File: config.mk
export PLATFORM = sky130hd
export DESIGN_NAME = rbi_ring_arb_flat
export DESIGN_NICKNAME = d
export VERILOG_FILES = /design/src/rtl/rbi_ring_arb_if.sv /design/src/rtl/rbi_ring_arb.sv /design/src/flat_wrapper.sv
export SDC_FILE = /design/constraint.sdc
export NUM_CORES = 1
export LEC_CHECK = 0
export CAP_MARGIN = 30
export CORE_AREA = 2 2 323 325
export CTS_CLUSTER_SIZE = 28
export DETAILED_ROUTE_END_ITERATION = 10
export DIE_AREA = 0 0 325 327
export PLACE_DENSITY = 0.39
export SYNTH_ARGS = -nofsm -noshare
export SYNTH_HDL_FRONTEND = slang
export SYNTH_SLANG_ARGS = --single-unit
File: constraint.sdc
create_clock -name clock -period 3 [get_ports clock]
set_clock_uncertainty 0.05 [all_clocks]
set_input_delay 0.6 -clock clock [delete_from_list [all_inputs] [get_ports clock]]
set_output_delay 0.6 -clock clock [all_outputs]
set_load 0.03 [all_outputs]
File: src/rtl/rbi_ring_arb_if.sv
// Ring arbiter bus bundle: two request ports, ring slot in/out,
// response strobes and drain control.
interface rbi_ring_arb_if;
  logic [7:0]   unitNodeId;

  logic         reqValidA;
  logic         reqReadyA;
  logic [6:0]   reqSeqA;
  logic [15:0]  reqOpmA;
  logic [47:0]  reqAddrA;
  logic [127:0] reqDataA;

  logic         reqValidB;
  logic         reqReadyB;
  logic [6:0]   reqSeqB;
  logic [15:0]  reqOpmB;
  logic [47:0]  reqAddrB;
  logic [127:0] reqDataB;

  logic [15:0]  memSeqIn;
  logic [15:0]  memOpmIn;
  logic [47:0]  memAddrIn;
  logic [127:0] memDataIn;

  logic [15:0]  memSeqOut;
  logic [15:0]  memOpmOut;
  logic [47:0]  memAddrOut;
  logic [127:0] memDataOut;

  logic         respValidA;
  logic         respValidB;
  logic         drainReq;
  logic         drained;
  logic         errStray;

  modport slave (
    input  unitNodeId,
    input  reqValidA, reqSeqA, reqOpmA, reqAddrA, reqDataA,
    output reqReadyA,
    input  reqValidB, reqSeqB, reqOpmB, reqAddrB, reqDataB,
    output reqReadyB,
    input  memSeqIn, memOpmIn, memAddrIn, memDataIn,
    output memSeqOut, memOpmOut, memAddrOut, memDataOut,
    output respValidA, respValidB,
    input  drainReq,
    output drained, errStray
  );

  modport master (
    output unitNodeId,
    output reqValidA, reqSeqA, reqOpmA, reqAddrA, reqDataA,
    input  reqReadyA,
    output reqValidB, reqSeqB, reqOpmB, reqAddrB, reqDataB,
    input  reqReadyB,
    output memSeqIn, memOpmIn, memAddrIn, memDataIn,
    input  memSeqOut, memOpmOut, memAddrOut, memDataOut,
    input  respValidA, respValidB,
    output drainReq,
    input  drained, errStray
  );
endinterface

File: src/rtl/rbi_ring_arb.sv
// Two-port ring bus injector: consumes own responses, forwards
// foreign slots, round-robin injects requests into free slots.
module rbi_ring_arb (
  input  logic          clock,
  input  logic          reset,
  rbi_ring_arb_if.slave bus
);

  localparam logic [15:0] JX2_RBI_OPM_IDLE = 16'h0000;

  typedef enum logic [1:0] {
    RUN,
    DRAIN,
    QUIET
  } state_t;

  state_t     state;
  logic [2:0] countA;
  logic [2:0] countB;
  logic [2:0] nextCountA;
  logic [2:0] nextCountB;
  logic       rrPtr;
  logic       isResp;
  logic       slotFree;
  logic       respA;
  logic       respB;
  logic       eligA;
  logic       eligB;
  logic       grantA;
  logic       grantB;

  // Slot classification, arbitration and counter next-state.
  always_comb begin
    isResp   = (bus.memOpmIn[7:6] == 2'b01) &&
               (bus.memSeqIn[15:8] == bus.unitNodeId);
    slotFree = (bus.memOpmIn[7:0] == JX2_RBI_OPM_IDLE[7:0]) || isResp;
    respA    = !reset && isResp && !bus.memSeqIn[7];
    respB    = !reset && isResp && bus.memSeqIn[7];
    eligA    = !reset && bus.reqValidA && (countA < 3'd4) &&
               (state == RUN) && slotFree;
    eligB    = !reset && bus.reqValidB && (countB < 3'd4) &&
               (state == RUN) && slotFree;
    grantA   = eligA && (!eligB || !rrPtr);
    grantB   = eligB && (!eligA || rrPtr);

    nextCountA = countA;
    if (grantA && !respA)
      nextCountA = countA + 3'd1;
    else if (respA && !grantA && countA != 3'd0)
      nextCountA = countA - 3'd1;

    nextCountB = countB;
    if (grantB && !respB)
      nextCountB = countB + 3'd1;
    else if (respB && !grantB && countB != 3'd0)
      nextCountB = countB - 3'd1;
  end

  assign bus.reqReadyA  = grantA;
  assign bus.reqReadyB  = grantB;
  assign bus.respValidA = respA;
  assign bus.respValidB = respB;
  assign bus.errStray   = (respA && countA == 3'd0) ||
                          (respB && countB == 3'd0);
  assign bus.drained    = (state == QUIET);

  // Drain FSM; QUIET is judged on post-update counts.
  always_ff @(posedge clock) begin
    if (reset) begin
      state <= RUN;
    end else begin
      unique case (state)
        RUN:
          if (bus.drainReq) state <= DRAIN;
        DRAIN:
          if (!bus.drainReq)
            state <= RUN;
          else if (nextCountA == 3'd0 && nextCountB == 3'd0)
            state <= QUIET;
        QUIET:
          if (!bus.drainReq) state <= RUN;
        default:
          state <= RUN;
      endcase
    end
  end

  // Outstanding counters, round-robin pointer and ring out slot.
  always_ff @(posedge clock) begin
    if (reset) begin
      countA         <= 3'd0;
      countB         <= 3'd0;
      rrPtr          <= 1'b0;
      bus.memSeqOut  <= 16'h0;
      bus.memOpmOut  <= JX2_RBI_OPM_IDLE;
      bus.memAddrOut <= 48'h0;
      bus.memDataOut <= 128'h0;
    end else begin
      countA <= nextCountA;
      countB <= nextCountB;
      if (grantA)
        rrPtr <= 1'b1;
      else if (grantB)
        rrPtr <= 1'b0;

      if (!slotFree) begin
        bus.memSeqOut  <= bus.memSeqIn;
        bus.memOpmOut  <= bus.memOpmIn;
        bus.memAddrOut <= bus.memAddrIn;
        bus.memDataOut <= bus.memDataIn;
      end else if (grantA) begin
        bus.memSeqOut  <= {bus.unitNodeId, 1'b0, bus.reqSeqA};
        bus.memOpmOut  <= bus.reqOpmA;
        bus.memAddrOut <= bus.reqAddrA;
        bus.memDataOut <= bus.reqDataA;
      end else if (grantB) begin
        bus.memSeqOut  <= {bus.unitNodeId, 1'b1, bus.reqSeqB};
        bus.memOpmOut  <= bus.reqOpmB;
        bus.memAddrOut <= bus.reqAddrB;
        bus.memDataOut <= bus.reqDataB;
      end else begin
        bus.memSeqOut  <= 16'h0;
        bus.memOpmOut  <= JX2_RBI_OPM_IDLE;
        bus.memAddrOut <= 48'h0;
        bus.memDataOut <= 128'h0;
      end
    end
  end

endmodule

File: src/flat_wrapper.sv
// flat-port wrapper written by rule: the top's interface ports become plain ports
module rbi_ring_arb_flat 
  (clock, reset, bus_unitNodeId, bus_reqValidA, bus_reqSeqA, bus_reqOpmA, bus_reqAddrA, bus_reqDataA, bus_reqReadyA, bus_reqValidB, bus_reqSeqB, bus_reqOpmB, bus_reqAddrB, bus_reqDataB, bus_reqReadyB, bus_memSeqIn, bus_memOpmIn, bus_memAddrIn, bus_memDataIn, bus_memSeqOut, bus_memOpmOut, bus_memAddrOut, bus_memDataOut, bus_respValidA, bus_respValidB, bus_drainReq, bus_drained, bus_errStray);
  rbi_ring_arb_if bus_i ();
  input  logic clock;
  input  logic reset;
  input wire logic [$bits(bus_i.unitNodeId)-1:0] bus_unitNodeId;
  input wire logic [$bits(bus_i.reqValidA)-1:0] bus_reqValidA;
  input wire logic [$bits(bus_i.reqSeqA)-1:0] bus_reqSeqA;
  input wire logic [$bits(bus_i.reqOpmA)-1:0] bus_reqOpmA;
  input wire logic [$bits(bus_i.reqAddrA)-1:0] bus_reqAddrA;
  input wire logic [$bits(bus_i.reqDataA)-1:0] bus_reqDataA;
  output wire logic [$bits(bus_i.reqReadyA)-1:0] bus_reqReadyA;
  input wire logic [$bits(bus_i.reqValidB)-1:0] bus_reqValidB;
  input wire logic [$bits(bus_i.reqSeqB)-1:0] bus_reqSeqB;
  input wire logic [$bits(bus_i.reqOpmB)-1:0] bus_reqOpmB;
  input wire logic [$bits(bus_i.reqAddrB)-1:0] bus_reqAddrB;
  input wire logic [$bits(bus_i.reqDataB)-1:0] bus_reqDataB;
  output wire logic [$bits(bus_i.reqReadyB)-1:0] bus_reqReadyB;
  input wire logic [$bits(bus_i.memSeqIn)-1:0] bus_memSeqIn;
  input wire logic [$bits(bus_i.memOpmIn)-1:0] bus_memOpmIn;
  input wire logic [$bits(bus_i.memAddrIn)-1:0] bus_memAddrIn;
  input wire logic [$bits(bus_i.memDataIn)-1:0] bus_memDataIn;
  output wire logic [$bits(bus_i.memSeqOut)-1:0] bus_memSeqOut;
  output wire logic [$bits(bus_i.memOpmOut)-1:0] bus_memOpmOut;
  output wire logic [$bits(bus_i.memAddrOut)-1:0] bus_memAddrOut;
  output wire logic [$bits(bus_i.memDataOut)-1:0] bus_memDataOut;
  output wire logic [$bits(bus_i.respValidA)-1:0] bus_respValidA;
  output wire logic [$bits(bus_i.respValidB)-1:0] bus_respValidB;
  input wire logic [$bits(bus_i.drainReq)-1:0] bus_drainReq;
  output wire logic [$bits(bus_i.drained)-1:0] bus_drained;
  output wire logic [$bits(bus_i.errStray)-1:0] bus_errStray;
  assign bus_i.unitNodeId = bus_unitNodeId;
  assign bus_i.reqValidA = bus_reqValidA;
  assign bus_i.reqSeqA = bus_reqSeqA;
  assign bus_i.reqOpmA = bus_reqOpmA;
  assign bus_i.reqAddrA = bus_reqAddrA;
  assign bus_i.reqDataA = bus_reqDataA;
  assign bus_reqReadyA = bus_i.reqReadyA;
  assign bus_i.reqValidB = bus_reqValidB;
  assign bus_i.reqSeqB = bus_reqSeqB;
  assign bus_i.reqOpmB = bus_reqOpmB;
  assign bus_i.reqAddrB = bus_reqAddrB;
  assign bus_i.reqDataB = bus_reqDataB;
  assign bus_reqReadyB = bus_i.reqReadyB;
  assign bus_i.memSeqIn = bus_memSeqIn;
  assign bus_i.memOpmIn = bus_memOpmIn;
  assign bus_i.memAddrIn = bus_memAddrIn;
  assign bus_i.memDataIn = bus_memDataIn;
  assign bus_memSeqOut = bus_i.memSeqOut;
  assign bus_memOpmOut = bus_i.memOpmOut;
  assign bus_memAddrOut = bus_i.memAddrOut;
  assign bus_memDataOut = bus_i.memDataOut;
  assign bus_respValidA = bus_i.respValidA;
  assign bus_respValidB = bus_i.respValidB;
  assign bus_i.drainReq = bus_drainReq;
  assign bus_drained = bus_i.drained;
  assign bus_errStray = bus_i.errStray;
  rbi_ring_arb u_core (.clock(clock), .reset(reset), .bus(bus_i));
endmodule
-- Yosys cells after proc, flatten, opt, wreduce, memory -nomap -nowiden
Index checks and enable logic that the tools add are counted.
- add/sub/neg operators: 4
- order comparisons: 2
- equal/unequal tests: 7
- mux-type cells: 23
- reductions and logical operators: 46
- operator list (cell ; count):
    $mux 128 ; 3
    $mux 48 ; 3
    $mux 16 ; 6
    $logic_and 1x1->1 ; 23
    $logic_not 3->1 ; 4
    $mux 3 ; 4
    $logic_not 1->1 ; 9
    $eq 8x8->1 ; 1
    $logic_not 8->1 ; 1
    $mux 2 ; 4
    $add 3x1->3 const B ; 2
    $lt 3x3->1 const B ; 2
    $pmux 2 s3 ; 1
    $reduce_bool 3->1 ; 2
    $sub 3x1->3 const B ; 2
    $eq 2x1->1 const B ; 2
    $logic_or 1x1->1 ; 4
    $ne 2x2->1 const B ; 2
    $ne 3x2->1 const B ; 1
    $reduce_and 3->1 ; 1
    $eq 2x2->1 const B ; 1
    $logic_not 2->1 ; 1
    $mux 1 ; 2
    $reduce_bool 2->1 ; 1
- bits in registers: 217
- input port bits: 619
- output and inout bits: 214
- word-level logic and storage cells: 90

-- Longest topological paths before layout
- depth after elaboration: 18
- gate-level depth with buffers: 9
- gate-level depth less buffers: 9

-- Worst setup path after synthesis
OpenSTA, ideal clock, no wires.
- path type: input to output
- start: in bus_memSeqIn[14]
- end: out bus_errStray
- data arrival time: 2349 ps
- path slack: 1 ps
- stages: 5
- path through: xnor2_1 nand4_2 or4b_1 buf_2 o21ai_0
- word-level cells in the longest chain between the ends: 6
- elaborated cells on any way between the ends: 8
- ends and longest elaborated chain (element ; RTL line ; source):
    start, declared ; flat_wrapper.sv:20 ; input wire logic [$bits(bus_i.memSeqIn)-1:0] bus_memSeqIn;
    $eq 8x8->1 * ; rbi_ring_arb.sv:35 ; (bus.memSeqIn[15:8] == bus.unitNodeId);
    $logic_and 1x1->1 * ; rbi_ring_arb.sv:34 ; isResp = (bus.memOpmIn[7:6] == 2'b01) &&
    $logic_and 1x1->1 * ; rbi_ring_arb.sv:37, rbi_ring_arb.sv:38 ;
    $logic_and 1x1->1, on equally long branches ; rbi_ring_arb.sv:37, rbi_ring_arb.sv:38 ;
    $logic_and 1x1->1, on equally long branches ; rbi_ring_arb.sv:63, rbi_ring_arb.sv:64 ;
    $logic_or 1x1->1 * ; rbi_ring_arb.sv:63 ; assign bus.errStray = (respA && countA == 3'd0) ||
    end, declared ; flat_wrapper.sv:32 ; output wire logic [$bits(bus_i.errStray)-1:0] bus_errStray;
Every way passes the cells marked *; elsewhere a longest branch is shown, timed or not.

-- Final worst setup path
- start: in bus_memOpmIn[1]
- end: out bus_reqReadyA
- word-level cells in the longest chain between the ends: 6
- elaborated cells on any way between the ends: 7
- ends and longest elaborated chain (element ; RTL line ; source):
    start, declared ; flat_wrapper.sv:21 ; input wire logic [$bits(bus_i.memOpmIn)-1:0] bus_memOpmIn;
    $logic_not 8->1 * ; rbi_ring_arb.sv:36 ; slotFree = (bus.memOpmIn[7:0] == JX2_RBI_OPM_IDLE[7:0]) || isResp;
    $logic_or 1x1->1 * ; rbi_ring_arb.sv:36 ;
    $logic_and 1x1->1 ; rbi_ring_arb.sv:42 ; (state == RUN) && slotFree;
    $logic_not 1->1 ; rbi_ring_arb.sv:43 ; grantA = eligA && (!eligB || !rrPtr);
    $logic_or 1x1->1 ; rbi_ring_arb.sv:43 ;
    $logic_and 1x1->1 * ; rbi_ring_arb.sv:43 ;
    end, declared ; flat_wrapper.sv:13 ; output wire logic [$bits(bus_i.reqReadyA)-1:0] bus_reqReadyA;
Marks and branches as above.

==> results.md <==
- Worst-margin pin slew: 0.857 ns
- CTS Hold Bufs: 0
- # rows: 118
- TritonCTS Sinks: 217
- Global-route wire length before repair: 93.8 mm
- Arrival @ worst endpoint: 2.22 ns
- Max cap viols: 0
- Nets@finish: 2552
- Syn. warnings: 0
- Clk_lat worst skew: 0.61 ns
- Max Transition Viols Final: 0
- Detailed Route WL: 67.2 mm
- Area growth, synth to finish: 130%
- DIE HEIGHT: 327 um
- Synth area leader: dfxtp_1
- Initial Util: 0.0891
- Worst hold path class: input port to flip-flop
- Net count after synthesis: 1686
- H-Tree Depth: 1
- CP Launch Type: input port
- Flops & latches, synth: 217
- Root Buffer: clkbuf_16
- Top post-synthesis cells by area: dfxtp_1, a221oi_1, nor3_1, nor2_1, clkbuf_1
- Vias in the first global route: 12.9k
- DP HPWL: 53.5 mm
- Clock buffer count from CTS: 31
- Port bufs: 832
- Iter 0 DRT Violations: 482
- Synth Flop Type: dfxtp_1
- PwrDens: 433 nW/um2
- First-pass iteration count of the detailed router: 5
- Die area: 106000 um2
- Sequential area share after synthesis: 0.474
- Critical path capture point type: output pin
- P_leak: 0.00767 uW
- Share of post-route cells with drive strength above 1: 0.102
- RSZ-0062 raised after global routing: no
- Avg Inst Size Synth: 8.64 um2
- CTS tree: yes
- Final setup violation count: 0
- Initial antenna violation count: 12
- Ports: 833
- Chip width: 325 um
- CORE AREA: 103000 um2
- Relative slew slack: 0.429
- Register Area: 4340 um2
- Post-Synthesis Cells: 1061
- Area share of the leading cell type in the synthesized netlist: 0.474
- CP Class: input port to output pin
- Post-synth EDFFs: 0
- Final TNS setup: 0 ns
- N_diodes: 0
- Worst EP required: 2.35 ns
- DRC: 0
- Via density: 3.66
- VDD IR max: 0.501 mV
- Clock buffer depth: 3
- Minimum clock period: 2.87 ns
- Mapped cell area: 9170 um2
- Tcrit/Tclk final: 0.958
- Final instance area: 21100 um2
- Final antenna-violating net count: 0
- Top-count cell post-synth: dfxtp_1
- Total number of vias: 12.2k
- Gr usage total: 0.120
- Total power: 9130 uW
- Largest net degree at the start of global routing: 137
- Outcome: finished, final reports clean
- WL/cell: 20.2 um
- Clock-pin slew on the worst setup and hold paths: 0.06 ns
- Fmax: 348 MHz
- Area post-placement: 19900 um2
- Grt ovf: 0
- RePlAce Congestion: 0.925
- Top post-synthesis cells by count: dfxtp_1, nor2_1, nor3_1
- # fillers: 11.4k
- Final hold vios: 0
- Area of the multi-input gates: 4420 um2
- Distinct cells, synth: 49
- Critical Path Fanout Max: 2
- Ys async rst share: 0
-- metrics by stage --
| step | cells | hold WS [ns] | setup WS, ns | util |
|---|---|---|---|---|
| final | 3330 | 0.179 | 0.125 | 0.205 |
| after global routing | 3330 | 0.127 | 0.00737 | 0.205 |
| after floorplan | 1061 | 0.443 | 0.000677 | - |
| after global placement | 3266 | 0.528 | -0.896 | 0.193 |
| after CTS | 3323 | 0.0932 | 0.00528 | 0.204 |
| after detailed placement | 3266 | 0.532 | -0.907 | 0.193 |
-- routing by layer --
metal	GRT usage	up-vias	part of all wire
met3	0.0457	98	0.092
li1	-	5741	-
met5	0	-	0.0017
met1	0.142	5780	0.40
met4	0.0340	20	0.029
met2	0.200	557	0.47
-- worst paths after layout --
kind | start | end | slack (ns) | depth (start not counted)
worst max-delay path | bus_memOpmIn[1] | bus_reqReadyA | 0.13 | 10
worst min-delay path | reset | u_core.countB[2]$_SDFF_PP0_ | 0.18 | 2
worst max register to register | u_core.state[1]$_SDFFE_PP0P_ | u_core.bus.memDataOut[123]$_SDFF_PP0_ | 0.56 | 7
worst min register to register | u_core.state[0]$_SDFFE_PP0P_ | u_core.state[1]$_SDFFE_PP0P_ | 0.54 | 1
-- worst max-delay path, cell delays in order --
cell and delay (ns):
clkdlybuf4s50_1 0.42, buf_6 0.14, nor4_4 0.27, buf_4 0.16, nand2_2 0.09, buf_6 0.15, o31ai_4 0.05, nand2_2 0.12
inv_4 0.11, buf_12 0.12
-- what timing repair did --
action	4_1_cts	5_1_grt
endpoints found under the setup margin	7	4
endpoints found under the hold margin	0	0
pin swaps	10	9
buffers inserted	2	7
gates resized for setup	44	9
-- registers in the layout, indices dropped and copies added (netlist names) --
signal and flops:
u_core.bus.memDataOut 128, u_core.bus.memAddrOut 48, u_core.bus.memOpmOut 16, u_core.bus.memSeqOut 16, u_core.countA 3, u_core.countB 3
u_core.state 2, u_core.rrPtr 1
-- layout by cell type (no fill, tap or decap), drive strengths merged, types with 5 or more instances in the layout --
cell	instances
a21oi	11
a221oi	199
buf	121
clkbuf	53
clkdlybuf4s50	806
dfxtp	217
dlygate4sd2	13
ha	6
inv	10
nand2	17
nand2b	5
nand3	11
nand4	6
nor2	214
nor3	203
xnor2	10
-- cell families after synthesis --
| family | count (synthesis) | share of synthesized area |
|---|---|---|
| compound gates | 229 | 0.217 |
| xor+xnor | 10 | 0.00955 |
| fa+ha+maj | 6 | 0.00819 |
| buf+inv | 126 | 0.0569 |
| flops | 217 | 0.474 |
| mux | 4 | 0.00450 |
| simple gates | 469 | 0.230 |
-- report_power, final --
part           total (uW)  switching, uW  internal [uW]
combinational        2170            980           1190
clock                3850           1510           2340
sequential           3110           60.4           3050
-- final cells by class --
| class | instances | share of cell area |
|---|---|---|
| timing repair buffer | 949 | 0.450 |
| tap | 1380 | 0.0819 |
| sequential | 217 | 0.206 |
| clock inverter | 6 | 0.00397 |
| clock buffer | 50 | 0.0459 |
| inverter | 10 | 0.00214 |
| multi-input combinational | 718 | 0.210 |
Power figures use the tool's default switching activity.
